==> src/rtl/shift_demux_pkg.sv <==
// Shared types and sizing helpers for the shift_demux deserializer.
// The SHIFT_DEMUX_PARITY_EN macro is consumed by the top module, not here.
package shift_demux_pkg;

  typedef enum logic [1:0] {
    IDLE    = 2'd0,
    COLLECT = 2'd1,
    HOLD    = 2'd2
  } state_t;

  localparam int DEFAULT_WIDTH = 8;

  // Counter width able to hold the value 'width' itself.
  function automatic int calc_cnt_w(input int width);
    return $clog2(width + 1);
  endfunction

endpackage

==> src/rtl/shift_demux_deser_shift_in_reg.sv <==
// Right-shift register with serial MSB-side input, enable and synchronous clear.
// Mirrors the upstream shift-select path that emits bit [0] first.
module shift_in_reg
  import shift_demux_pkg::*;
#(
  parameter int WIDTH = DEFAULT_WIDTH
) (
  input  logic             clk,
  input  logic             rst_n,
  input  logic             en,
  input  logic             clear,
  input  logic             din,
  output logic [WIDTH-1:0] q
);

  // Clear wins over a shift so a finished word never leaks into the next one.
  always_ff @(posedge clk or negedge rst_n) begin
    if (!rst_n) begin
      q <= '0;
    end else if (clear) begin
      q <= '0;
    end else if (en) begin
      q <= {din, q[WIDTH-1:1]};
    end
  end

endmodule

==> src/rtl/shift_demux_deser.sv <==
// Serial-to-parallel receiver: collects LSB-first bits and presents whole words.
// Define SHIFT_DEMUX_PARITY_EN to expect a trailing even-parity bit and add out_perr.
module shift_demux_deser
  import shift_demux_pkg::*;
#(
  parameter int WIDTH = DEFAULT_WIDTH,
`ifdef SHIFT_DEMUX_PARITY_EN
  localparam int CNT_W = calc_cnt_w(WIDTH + 1)
`else
  localparam int CNT_W = calc_cnt_w(WIDTH)
`endif
) (
  input  logic             clk,
  input  logic             rst_n,
  input  logic             in_valid,
  input  logic             in_bit,
  output logic             in_ready,
  output logic             out_valid,
  output logic [WIDTH-1:0] out_data,
  input  logic             out_ready,
  output logic             busy,
  output logic [CNT_W-1:0] bit_cnt
`ifdef SHIFT_DEMUX_PARITY_EN
  ,
  output logic             out_perr
`endif
);

`ifdef SHIFT_DEMUX_PARITY_EN
  localparam int TOTAL = WIDTH + 1;
`else
  localparam int TOTAL = WIDTH;
`endif
  localparam logic [CNT_W-1:0] LAST_IDX = CNT_W'(TOTAL - 1);

  state_t           state_q;
  state_t           state_d;
  logic             ready_en;
  logic [WIDTH-1:0] sr_q;
  logic             accept;
  logic             last_bit;
  logic             handshake;
  logic             shift_en;

  assign in_ready  = ready_en && (state_q != HOLD);
  assign accept    = in_valid && in_ready;
  assign last_bit  = accept && (bit_cnt == LAST_IDX);
  assign handshake = out_valid && out_ready;
  assign busy      = (bit_cnt != '0);

`ifdef SHIFT_DEMUX_PARITY_EN
  // The trailing parity bit is only checked, never shifted into the word.
  assign shift_en = accept && !last_bit;
`else
  assign shift_en = accept;
`endif

  shift_in_reg #(
    .WIDTH(WIDTH)
  ) u_shift_in_reg (
    .clk  (clk),
    .rst_n(rst_n),
    .en   (shift_en),
    .clear(handshake),
    .din  (in_bit),
    .q    (sr_q)
  );

  // in_ready stays low until the first clock after reset release.
  always_ff @(posedge clk or negedge rst_n) begin
    if (!rst_n) begin
      ready_en <= 1'b0;
    end else begin
      ready_en <= 1'b1;
    end
  end

  always_ff @(posedge clk or negedge rst_n) begin
    if (!rst_n) begin
      state_q <= IDLE;
    end else begin
      state_q <= state_d;
    end
  end

  always_comb begin
    state_d = state_q;
    case (state_q)
      IDLE: begin
        if (accept) begin
          state_d = last_bit ? HOLD : COLLECT;
        end
      end
      COLLECT: begin
        if (last_bit) begin
          state_d = HOLD;
        end
      end
      HOLD: begin
        if (handshake) begin
          state_d = IDLE;
        end
      end
      default: state_d = IDLE;
    endcase
  end

  always_ff @(posedge clk or negedge rst_n) begin
    if (!rst_n) begin
      bit_cnt <= '0;
    end else if (last_bit) begin
      bit_cnt <= '0;
    end else if (accept) begin
      bit_cnt <= bit_cnt + CNT_W'(1);
    end
  end

  // out_data is only loaded on HOLD entry, so it keeps the last word afterwards.
  always_ff @(posedge clk or negedge rst_n) begin
    if (!rst_n) begin
      out_valid <= 1'b0;
      out_data  <= '0;
    end else if (last_bit) begin
      out_valid <= 1'b1;
`ifdef SHIFT_DEMUX_PARITY_EN
      out_data  <= sr_q;
`else
      out_data  <= {in_bit, sr_q[WIDTH-1:1]};
`endif
    end else if (handshake) begin
      out_valid <= 1'b0;
    end
  end

`ifdef SHIFT_DEMUX_PARITY_EN
  always_ff @(posedge clk or negedge rst_n) begin
    if (!rst_n) begin
      out_perr <= 1'b0;
    end else if (last_bit) begin
      out_perr <= ^{sr_q, in_bit};
    end
  end
`endif

endmodule

==> config.mk <==
export PLATFORM = sky130hd
export DESIGN_NAME = shift_demux_deser
export DESIGN_NICKNAME = d
export VERILOG_FILES = /design/src/rtl/shift_demux_pkg.sv /design/src/rtl/shift_demux_deser_shift_in_reg.sv /design/src/rtl/shift_demux_deser.sv
export SDC_FILE = /design/constraint.sdc
export NUM_CORES = 1
export LEC_CHECK = 0
export ABC_AREA = 1
export ABC_CLOCK_PERIOD_IN_PS = 1100
export BUFFER_PORTS_ARGS = -buffer_cell sky130_fd_sc_hd__clkbuf_2
export CAP_MARGIN = 0
export CORE_UTILIZATION = 50
export CTS_BUF_LIST = sky130_fd_sc_hd__clkbuf_4 sky130_fd_sc_hd__clkbuf_8
export DETAILED_ROUTE_END_ITERATION = 7
export GPL_TIMING_DRIVEN = 0
export HOLD_SLACK_MARGIN = 0.06
export MAX_ROUTING_LAYER = met4
export PLACE_DENSITY = 0.76
export SETUP_SLACK_MARGIN = 0.3
export SYNTH_ARGS = -nofsm -noshare
export SYNTH_HDL_FRONTEND = slang
export SYNTH_SLANG_ARGS = --single-unit
==> constraint.sdc <==
create_clock -name clk -period 1.1 [get_ports clk]
set_input_delay 0 -clock clk [delete_from_list [all_inputs] [get_ports clk]]
set_output_delay 0 -clock clk [all_outputs]
set_load 0.005 [all_outputs]
# After elaboration in Yosys (flattened, before gate mapping)
# Cells that the tools add are included.
dict set report word_totals {
  ff_bits 24
  in_bits 5
  output_inout_bits 15
}
dict set report op_classes {
  n_addsub 1
  n_eq_ne 7
  n_mux 11
  reduce_logical 10
}
# op count
set ops {}
lappend ops {{2-to-1 mux 8 bit} 2}
lappend ops {{2-to-1 mux 2 bit} 4}
lappend ops {{2-to-1 mux 4 bit} 2}
lappend ops {{inequality test 2 bit (second input constant)} 4}
lappend ops {{case mux 2 bit (3 select lines)} 1}
lappend ops {{nonzero test 2 bit} 3}
lappend ops {{adder 4 x 1 -> 4 bit (second input constant)} 1}
lappend ops {{== test 4 x 3 -> 1 bit (second input constant)} 1}
lappend ops {{logical AND 1 bit} 4}
lappend ops {{nonzero test 4 bit} 1}
lappend ops {{AND reduction 3 bit} 1}
lappend ops {{== test 2 x 1 -> 1 bit (second input constant)} 1}
lappend ops {{== test 2 bit (second input constant)} 1}
lappend ops {{zero test 2 bit} 1}
lappend ops {{2-to-1 mux 1 bit} 2}

# Depth between registers and ports, before layout
dict set report depth {
  depth_word 7
  depth_mapped 6
}

# Hierarchy
# From an unflattened synthesis, not the netlist that was laid out.
dict set report hier_totals {
  hier_cells 116
  hier_area_um2 1068.5
}
# mod n_inst cells_each area_each_um2
set modules_own_cells {}
lappend modules_own_cells {shift_demux_deser 1 81 733.2}
lappend modules_own_cells {shift_in_reg 1 35 335.3}

# Least setup slack after synthesis
# OpenSTA, ideal clock, no wires.
dict set report synth_timing {
  path_type {register -> register}
  startpoint {reg bit_cnt[0]}
  endpoint {reg out_data[0]}
  setup_ns 0.120
  t_arrival_ns 1.068
  required_time_ns 0.980
  slack_ns -0.088
  path_stages_with_launch 6
  n_path_buf 1
  period_less_slack_ns 1.188
  cell_sequence {dfrtp_1 -> ha_1 -> nand3b_4 -> buf_6 -> o21ai_1 -> nand2_1}
}
dict set report synth_between {
  elab_chain_len 2
}
# element line_no
set synth_lines {}
lappend synth_lines {{start, declared} shift_demux_deser.sv:22} ;# output logic [CNT_W-1:0] bit_cnt
lappend synth_lines {{start signal, assigned} shift_demux_deser.sv:114} ;# bit_cnt <= bit_cnt + CNT_W'(1);
lappend synth_lines {{== test 4 x 3 -> 1 bit} shift_demux_deser.sv:47} ;# assign last_bit = accept && (bit_cnt == LAST_IDX);
lappend synth_lines {{logical AND 1 bit} shift_demux_deser.sv:47}
lappend synth_lines {{end signal, assigned} shift_demux_deser.sv:128} ;# out_data <= {in_bit, sr_q[WIDTH-1:1]};
lappend synth_lines {{end, declared} shift_demux_deser.sv:19} ;# output logic [WIDTH-1:0] out_data,
# Every way passes these cells.
# A chain may end at the register's enable or synchronous reset.

# Final worst setup path
dict set report layout_timing {
  startpoint {reg bit_cnt[0]}
  endpoint {reg out_data[4]}
}
# Same word-level chain as after synthesis.

==> summary.md <==
| Metric | Value |
|---|---|
| Pin count of the biggest net entering global routing | 24 |
| GRT Overall Usage | 22.39% |
| Area of the core | 0.001962 sq mm |
| Starting Density | 53.57% |
| Area growth syn-to-layout | 45.48% |
| DP Worst Slack | -0.08983 ns |
| Hold_ws | 0.03275 ns |
| Post-layout min period | 1.201 ns |
| DIE AREA | 0.002289 sq mm |
| Drt initial violations | 15 |
| GR Overflow Total | 0 |
| Drt pass-1 iters | 4 |
| CTS buffer count | 3 |
| Placed cells | 162 |
| Critical path cell sequence | ha_4 > nand3b_4 > buf_6 > o21ai_1 > nand2_1 |
| Tightest Hold Check Type | in2reg |
| Share of Yosys cell area claimed by the top area cell type | 54.76% |
| # port buffers | 19 |
| Die Wd | 47.85 um |
| Worst slew pin tran | 0.5581 ns |
| DRC violations left | 0 |
| Io pins | 20 |
| Setup-failing EPs final | 22 |
| Post-Layout Cell Count | 186 |
| Outcome | complete, but fails checks |
| H-tree depth | 1 |
| Yosys Warn Count | 0 |
| Share of cells above drive strength 1 | 49.06% |
| Final #Nets | 167 |
| Final Cycle Share | 109.2% |
| Vias in the first global route | 714 |
| TritonCTS clock tree | done |
| Failing checks | negative setup slack |
| Setup_tns | -1.228 ns |
| Syn Inst Count | 116 |
| Commonest non-fill, non-tap cell in the layout | nand2_1 |
| Max-cap violations | 0 |
| Chip height | 47.85 um |
| Clk_skew | 0.0007243 ns |
| Syn avg cell area | 9.060 sq um |
| Post-synthesis instance area | 0.001051 sq mm |
| Vias/cell | 5.000 |
| Min-delay src | out_ready |
| Startpoint types | flip-flop |
| CP max FO | 10 |
| Clock root buffer | clkbuf_4 |
| Yosys reg bits | 23 |
| Slowest stage delay, CP | 0.45 ns |
| Synth unique cells | 21 |
| Sequential area share after synthesis | 54.76% |
| Post-synth net total | 123 |
| Critical path origin | bit_cnt[0]$_DFFE_PN0P_ |
| Clk sinks | 23 |
| Worst R2R Start | bit_cnt[0]$_DFFE_PN0P_ |
| Peak supply drop | 1.357 mV |
| Routability cong. | 0.8090 |
| Row count | 16 |
| Clock-pin slew on the worst setup and hold paths | 0.13 ns |
| Routed WL per cell | 13.70 um |
| Kind of critical path | reg2reg |
| CP max stage cell | dfrtp_2 |
| Slew HR | 62.80% |
| Most frequent cells in the layout | nand2_1, dfrtp_1, buf_4 |
| Final wirelength | 2549 um |
| Final slew viol count | 0 |
| Unrepaired setup endpoints after global routing | true |
| Crit end category | flip-flop |
| Final hold violation count | 0 |
| CTS Hold Bufs | 3 |
| Worst Path Required | 1.32 ns |
| Initial antenna violation count | 0 |
| ANT cells | 0 |
| First-pass GRT wire length | 3270 um |
| Routed vias | 930 |
| Pwr dens | 2219 mW/mm^2 |
| Synth area leaders | dfrtp_1, nand2_1, nor2_1 |
| F_max | 832.5 MHz |
| WP data arrival | 1.42 ns |
| Max Root-Sink Buffers | 2 |
| Setup WS post-layout | -0.1012 ns |
| Leakage | 0.8095 nW |
| Dpl hpwl | 1398 um |
| Yosys top cell by area | dfrtp_1 |
| Routed Antenna Nets | 0 |
| Fin util | 77.93% |
| Worst-skew pair later-pin latency | 0.32 ns |
==> cell type report <==
type	count	area, sq um
clock buffers	3	22.52
multi-input cells	79	524.3
flip-flops and latches	23	579.3
clock inverters	1	5.005
fillers	128	432.9
well taps	27	33.78
plain buffers	4	48.80
repair buffers	39	277.8
inverters	10	37.54
==> flip-flops by register name (all words and copies together), names as in the netlist <==
register,cells
u_shift_in_reg.q,7
ready_en,1
state_q,2
bit_cnt,4
out_data,8
out_valid,1
==> what timing repair did <==
item                                    in CTS  in global routing
pin swaps                                    5                  7
gates cloned                                 1                  1
endpoints found under the hold margin       34                  2
endpoints found under the setup margin      37                 37
resized for setup                           13                 31
setup buffers                               11                  4
==> synth_stat cells <==
master and count:
inv_1 10, o2bb2ai_1 1, xnor2_1 1, nand3_1 2, dfrtp_1 23, o21ai_1 9
nor3_1 1, nand3b_4 1, a21oi_1 4, ha_1 2, o21ai_2 1, nor2_1 15
buf_6 3, nand2_1 33, nand2_2 1, nand4_1 1, nand3_4 1, buf_4 1
conb_1 1, o21ai_0 4, nor2_4 1
==> final timing paths <==
| kind | to | slack [ns] | cells past startpoint |
|---|---|---|---|
| setup / recovery | out_data[4]$_DFFE_PN0P_ | -0.10 | 5 |
| hold / removal | out_valid$_DFFE_PN0P_ | 0.03 | 3 |
| setup reg to reg | out_data[4]$_DFFE_PN0P_ | -0.10 | 5 |
| hold reg to reg | out_data[6]$_DFFE_PN0P_ | 0.49 | 2 |
| max in group asynchronous | bit_cnt[1]$_DFFE_PN0P_ | 0.52 | 2 |
| min in group asynchronous | out_data[1]$_DFFE_PN0P_ | 0.18 | 2 |
==> per-layer routing <==
layer	part of all wire [%]	GRT usage, %	vias to the layer above
met2	51	34.32	33
met4	2.4	8.333	0
met5	0	-	-
li1	-	-	451
met1	42	29.86	439
met3	4.4	3.396	7
==> critical path, delay by kind of cell (launching register included) <==
kind,cells,cell delay (ns)
AOI/OAI and AO/OA,1,0.13
adders and majority gates,1,0.17
buffers and inverters,1,0.17
DFF,1,0.45
and+or+nand+nor,2,0.19
==> cells by family after synthesis <==
kind of cell             count (synthesis)  synth area share (%)
buffers and inverters                   14                 7.500
flip-flops                              23                 54.76
other                                    1                0.3568
XOR/XNOR                                 1                0.8335
adder cells (fa/ha/maj)                  2                 2.381
AND/OR/NAND/NOR                         56                 24.41
AO/OA/AOI/OAI                           19                 9.762
==> power breakdown <==
part	switching (W)	total, W	internal, W
registers	0.000255	0.00143	0.00118
logic	0.000750	0.00156	0.000811
clock network	0.000265	0.000402	0.000136
==> per-stage QoR <==
step	total power [W]	area, sq um
finish	0.003393	1529
global route	0.003641	1529
CTS	0.003091	1386
detailed placement	0.002408	1204
global placement	0.002359	1204
floorplan	0.002026	1075
Note: power is estimated with default switching activity, not from simulation.
